$ cat src/rtl/shift_seq32.sv
// Multi-cycle shifter (SLL/SRL/SRA/ROR). It shifts one bit position per clock and returns
// the result with a start/busy/done handshake.
//
// state   | meaning
// --------+----------------------------------------------------------
// S_IDLE  | waiting for start; operands are latched on accept
// S_SHIFT | one bit shift per clock, r_cnt counts down to zero
// S_DONE  | publish work register to res/zero, pulse done
module shift_seq32 #(
  parameter int WIDTH = 32,
  parameter int SHW   = 5
) (
  input  logic             clk,
  input  logic             rst_n,
  input  logic             start,
  input  logic [1:0]       op,
  input  logic [WIDTH-1:0] A,
  input  logic [WIDTH-1:0] B,
  output logic [WIDTH-1:0] res,
  output logic             busy,
  output logic             done,
  output logic             zero
);

  typedef enum logic [1:0] {
    S_IDLE  = 2'd0,
    S_SHIFT = 2'd1,
    S_DONE  = 2'd2
  } state_t;

  localparam logic [1:0] OP_SLL = 2'b00;
  localparam logic [1:0] OP_SRL = 2'b01;
  localparam logic [1:0] OP_SRA = 2'b10;

  state_t           r_state;
  logic [WIDTH-1:0] r_work;
  logic [SHW-1:0]   r_cnt;
  logic [1:0]       r_op;
  logic [WIDTH-1:0] r_res;
  logic             r_zero;
  logic             r_done;

  logic [WIDTH-1:0] w_shifted;
  logic [SHW-1:0]   w_amt;
  logic             w_unused_a_hi;

  // Amount is taken modulo WIDTH; the upper operand bits are deliberately dropped.
  assign w_amt         = A[SHW-1:0];
  assign w_unused_a_hi = ^A[WIDTH-1:SHW];

  always_comb begin
    w_shifted = r_work;
    case (r_op)
      OP_SLL:  w_shifted = {r_work[WIDTH-2:0], 1'b0};
      OP_SRL:  w_shifted = {1'b0, r_work[WIDTH-1:1]};
      OP_SRA:  w_shifted = {r_work[WIDTH-1], r_work[WIDTH-1:1]};
      default: w_shifted = {r_work[0], r_work[WIDTH-1:1]};
    endcase
  end

  always_ff @(posedge clk or negedge rst_n) begin
    if (!rst_n) begin
      r_state <= S_IDLE;
      r_work  <= '0;
      r_cnt   <= '0;
      r_op    <= '0;
      r_res   <= '0;
      r_zero  <= 1'b1;
      r_done  <= 1'b0;
    end else begin
      r_done <= 1'b0;
      case (r_state)
        S_IDLE: begin
          if (start) begin
            r_work  <= B;
            r_cnt   <= w_amt;
            r_op    <= op;
            r_state <= (w_amt == '0) ? S_DONE : S_SHIFT;
          end
        end
        S_SHIFT: begin
          r_work <= w_shifted;
          r_cnt  <= r_cnt - 1'b1;
          // The last shift happens on the edge where the count reaches zero.
          if (r_cnt == SHW'(1)) r_state <= S_DONE;
        end
        S_DONE: begin
          r_res   <= r_work;
          r_zero  <= (r_work == '0);
          r_done  <= 1'b1;
          r_state <= S_IDLE;
        end
        default: r_state <= S_IDLE;
      endcase
    end
  end

  assign busy = (r_state != S_IDLE);
  assign res  = r_res;
  assign zero = r_zero;
  assign done = r_done;

endmodule
$ cat config.mk
export PLATFORM = sky130hd
export DESIGN_NAME = shift_seq32
export DESIGN_NICKNAME = d
export VERILOG_FILES = /design/src/rtl/shift_seq32.sv
export SDC_FILE = /design/constraint.sdc
export NUM_CORES = 1
export LEC_CHECK = 0
export BUFFER_PORTS_ARGS = -buffer_cell sky130_fd_sc_hd__clkbuf_2
export CAP_MARGIN = 20
export CORE_MARGIN = 3
export CORE_UTILIZATION = 52
export DETAILED_ROUTE_END_ITERATION = 10
export PLACE_DENSITY = 0.79
export RECOVER_POWER = 25
export SKIP_CTS_REPAIR_TIMING = 1
export SYNTH_ARGS = -nofsm -noshare
export SYNTH_HDL_FRONTEND = slang
export SYNTH_SLANG_ARGS = --single-unit
export TNS_END_PERCENT = 30
$ cat constraint.sdc
create_clock -name clk -period 2.14 [get_ports clk]
set_clock_uncertainty 0.15 [all_clocks]
set_input_delay 0.321 -clock clk [delete_from_list [all_inputs] [get_ports clk]]
set_output_delay 0.321 -clock clk [all_outputs]
set_load 0.02 [all_outputs]
Word-level counts from Yosys, hierarchy flattened
Index checks and enable logic that the tools add are counted.

cells by class
  mux-type cells = 10
  add/sub/neg operators = 1
  equal/unequal tests = 8
  reductions and logical operators = 10

operator list
  kind                 count
  $pmux 32 s3          1
  $pmux 32 s2          1
  $logic_not 32->1     1
  $mux 32              1
  $pmux 5 s2           1
  $mux 2               3
  $ne 2x2->1 const B   3
  $reduce_and 2->1     3
  $eq 5x1->1 const B   1
  $logic_not 5->1      1
  $mux 5               1
  $sub 5x1->5 const B  1
  $eq 2x1->1 const B   2
  $eq 2x2->1 const B   2
  $logic_not 2->1      2
  $pmux 2 s2           1
  $reduce_bool 2->1    2
  $reduce_and 3->1     1
  $mux 1               1

storage, ports and cells
  register bits after elaboration = 75
  bits of input ports = 69

Longest topological paths before layout
  word-level depth = 4
  mapped depth = 6
  depth with buffers taken out = 5

Worst setup path after synthesis
Ideal clock, no wire load.

  path kind = register -> register
  start = register r_state[1]
  end = register r_res[10] (netlist: res[10])
  setup time = 125 ps
  path slack = 635 ps
  arrival = 1,231 ps
  stages on the path, launching flop included = 6
  cell sequence = dfrtp_1 buf_6 nand2b_1 buf_2 buf_6 mux2_2

between the ends
  cells in the longest elaborated chain, start to end = 1

ends and longest elaborated chain
  element                 line  text
  start, declared         35    state_t r_state;
  start signal, assigned  78    r_state <= (w_amt == '0) ? S_DONE : S_SHIFT;
  $eq 2x2->1              72    case (r_state)
  end signal, assigned    88    r_res <= r_work;
  end, declared           39    logic [WIDTH-1:0] r_res;

Every way passes these cells.
A chain may end at the register's enable or synchronous reset.

Final worst setup path
  start = register r_state[1]
  end = register r_cnt[3]

between the ends
  cells in the longest elaborated chain, start to end = 3
  elaborated cells between the ends (all ways) = 6

ends and longest elaborated chain
  element                                                           line  text
  $eq 2x1->1 / $logic_not 2->1 (equally long branches)              72
  $reduce_bool 2->1 (no line) / $ne 2x2->1 (equally long branches)  -
  $reduce_and 2->1 (no line)                                        -
  end signal, assigned                                              76    r_cnt <= w_amt;
  end signal, assigned                                              83    r_cnt <= r_cnt - 1'b1;
  end, declared                                                     37    logic [SHW-1:0] r_cnt;

Parallel ways exist; a longest one is shown, timed or not.

==> out/summary.json <==
{
  "synth": {
    "ys_warn_count": 0,
    "total_nets_after_synthesis": 432,
    "main_combinational_cell_family_by_area_after_synthesis": "compound AO/OA/AOI/OAI gates",
    "synth_top_flop_cell": "dfrtp_1",
    "post_synth_instance_area_um2": 3780,
    "synth_largest_type_area_fraction": 0.490,
    "synth_area_leaders": "dfrtp_1 (49%), mux2_2 (8.9%), o31ai_1 (6.4%), a211oi_1 (6.0%), o21a_1 (5.8%)",
    "synth_simple_gate_area_share": 0.127,
    "syn_avg_cell_area_um2": 10.5,
    "ys_seq_area_frac": 0.497,
    "syn_inst": 361,
    "synth-xor-area-share": 0,
    "async_reset_ff_frac": 1.00,
    "yosys-mux-area-fraction": 0.0946,
    "synth_compound_gate_area_share": 0.216,
    "yosys.cell_types.count": 42,
    "yosys_register_bits": 75,
    "synth_top_area_cell": "dfrtp_1",
    "yosys.area_share.adder": 0.00662,
    "synth-edff-count": 0
  },
  "clock_tree": {
    "cts_buffer_depth": 2,
    "cts.reportedPaths.clkPinSlew_ns": 0.07,
    "tritoncts": "done",
    "clock_tree.htree_level_count": 3,
    "ctsRootBufferMaster": "clkbuf_8",
    "cts_inserted_buffers": 9,
    "clk-insertion-delay-late_ns": 0.35,
    "clock_sinks": 75
  },
  "power": {
    "post-layout-total-power_uw": 6600,
    "power.ir.vdd_worst_v": 0.000880,
    "power.density_nw_per_um2": 1490,
    "static_leakage_uw": 0.00206
  },
  "die": {
    "io_pins": 104,
    "coreArea_um2": 6910,
    "chipHeight_um": 91.3,
    "die_w_um": 91.3,
    "rows": 30,
    "initial_core_util": 0.548,
    "die-area_um2": 8330
  },
  "route": {
    "drt-wirelength-per-cell_um": 16.1,
    "via_count": 3005,
    "post_drt_via_cell_ratio": 5.65,
    "post-route-drc-count": 0,
    "drt_pass1_iterations": 4,
    "dr_wl_met3_um": 414,
    "antenna_violating_nets_post_route": 0,
    "met2RoutedLength_mm": 4.04,
    "routed_wirelength_mm": 8.55,
    "m1WireLength_mm": 3.94,
    "dr.max_layer_used": "met4",
    "drt_iter0_drc": 104
  },
  "worst_setup_path": {
    "regToRegStartpoint": "r_state[1]$_DFFE_PN0P_",
    "critPathRequiredTime_ns": 2.22,
    "critical_path.startpoint": "r_state[1]$_DFFE_PN0P_",
    "crit_chain": "o21bai_4 -> buf_4 -> a21oi_1 -> o22a_1",
    "crit_path_max_fanout": 43,
    "reg2reg_depth": 4,
    "slowest_stage": "dfrtp_1",
    "critical_path_cell_count": 4,
    "worst_setup_path_end_kind": "flip-flop",
    "crit_buf_inv": 1,
    "timing.setup.critical_path_class": "reg2reg",
    "critical_path.max_stage_delay_ns": 0.58,
    "worst-endpoint-arrival_ns": 2.01,
    "worst_path_dominant_cell_family": "compound AO/OA/AOI/OAI gates",
    "startpoint_type_of_the_worst_setup_path": "flip-flop"
  },
  "place": {
    "detailed_place.area_um2": 4230,
    "port_buffers": 76,
    "hpwl_mm": 5.94,
    "routabilityCongestion": 0.777
  },
  "grt": {
    "grt_first_pass_wirelength_mm": 14.8,
    "grt_pass1_vias": 3060,
    "global_route.usage.total": 0.220,
    "grt_start_max_net_pins": 44,
    "antenna_found_initial": 0,
    "grt_overflow": 0
  },
  "sta": {
    "min_period_ns": 1.92,
    "max_slew.worst_pin.slew_ns": 0.785,
    "grt_setup_unrepaired": "false",
    "finalCritPeriodShare": 0.899,
    "final.setup.tns_ns": 0,
    "achievable-frequency_mhz": 520,
    "max-slew-margin-rel": 0.477,
    "slew_viol_final": 0,
    "setup_viol": 0,
    "final-hold-violation-count": 0
  },
  "finish": {
    "nNetsFinal": 502,
    "commonest_cells_after_routing_fill_and_taps_aside": "clkbuf_2 (77), dfrtp_1 (74), nand2_1 (44)",
    "layout_commonest_cell": "clkbuf_2",
    "final_cell_area_um2": 4440,
    "inserted_diodes": 0,
    "layout-drive-gt1-share": 0.328,
    "syn2layout_area_growth_pct": 17.3
  },
  "job": {
    "cap_violations": 0
  },
  "min_path": {
    "worst_hold_path.num_cells": 3,
    "hold_class": "in2reg",
    "min-delay-start": "op[1]"
  },
  "status": {
    "run_status": "finished, final reports clean"
  }
}
## where the power goes
group / total (uW) / switching (uW) / internal, uW / leakage, uW
Combinational: 2860 / 1570 / 1290 / 0.00101
Sequential: 2620 / 625 / 1990 / 0.000944
Clock: 1120 / 517 / 601 / 0.000106
## registers in the layout (all words and copies together), names as in the netlist
signal	cells
r_work	32
res	32
r_cnt	5
r_op	2
r_state	2
done	1
zero	1
## area by class of cell
type,instances,area [um2]
Fill cell,610,2470
Sequential cell,75,1880
Multi-Input combinational cell,248,1690
Timing Repair Buffer,91,518
Clock buffer,12,155
Tap cell,96,120
Clock inverter,4,48.8
Inverter,6,22.5
## final timing paths
path                                               end  slack, ns
worst min register to register        zero$_DFFE_PN1P_       0.34
worst max-delay path              r_cnt[3]$_DFFE_PN0P_       0.22
worst min-delay path               r_op[1]$_DFFE_PN0P_       0.03
worst max register to register    r_cnt[3]$_DFFE_PN0P_       0.22
min in group asynchronous          res[15]$_DFFE_PN0P_       0.44
max in group asynchronous       r_work[16]$_DFFE_PN0P_       0.38
## tightest hold or removal path: cells and delay by family
family | cells | cell delay (ns)
buffers and inverters | 1 | 0.08
and+or+nand+nor | 2 | 0.09
## metal layers
metal	GRT usage	vias to the layer above
met5	0	-
li1	-	1462
met1	0.301	1444
met2	0.342	84
met4	0.0955	0
met3	0.0398	15
## cells by family after synthesis
group | Yosys count
DFF | 75
adders and majority gates | 2
buffers and inverters | 38
and+or+nand+nor | 105
AOI/OAI and AO/OA | 109
muxes | 32
## cells in the mapped netlist (2+ instances only)
| cell type | number |
|---|---|
| ha_1 | 2 |
| nand2_1 | 44 |
| dfrtp_1 | 74 |
| mux2i_1 | 2 |
| nand3_1 | 3 |
| nand2b_1 | 3 |
| a21oi_1 | 3 |
| buf_4 | 5 |
| a211oi_1 | 30 |
| nand4_1 | 2 |
| o31ai_1 | 32 |
| o21a_1 | 29 |
| buf_6 | 5 |
| o21ai_0 | 4 |
| inv_1 | 6 |
| o211ai_1 | 2 |
| nor2_1 | 34 |
| mux2_2 | 30 |
| nor4_1 | 8 |
| buf_2 | 20 |
| clkbuf_1 | 2 |
## stage by stage
stage / instances / setup WS (ns) / util / hold slack, ns
3_3_place_gp: 515 / 0.285 / 0.612 / 0.129
2_1_floorplan: 361 / 0.635 / - / -0.125
6_report: 532 / 0.216 / 0.642 / 0.0316
4_1_cts: 531 / 0.230 / 0.641 / -0.248
5_1_grt: 532 / 0.0939 / 0.642 / 0.0321
3_5_place_dp: 515 / 0.257 / 0.612 / 0.127
Note: power is estimated with default switching activity, not from simulation.
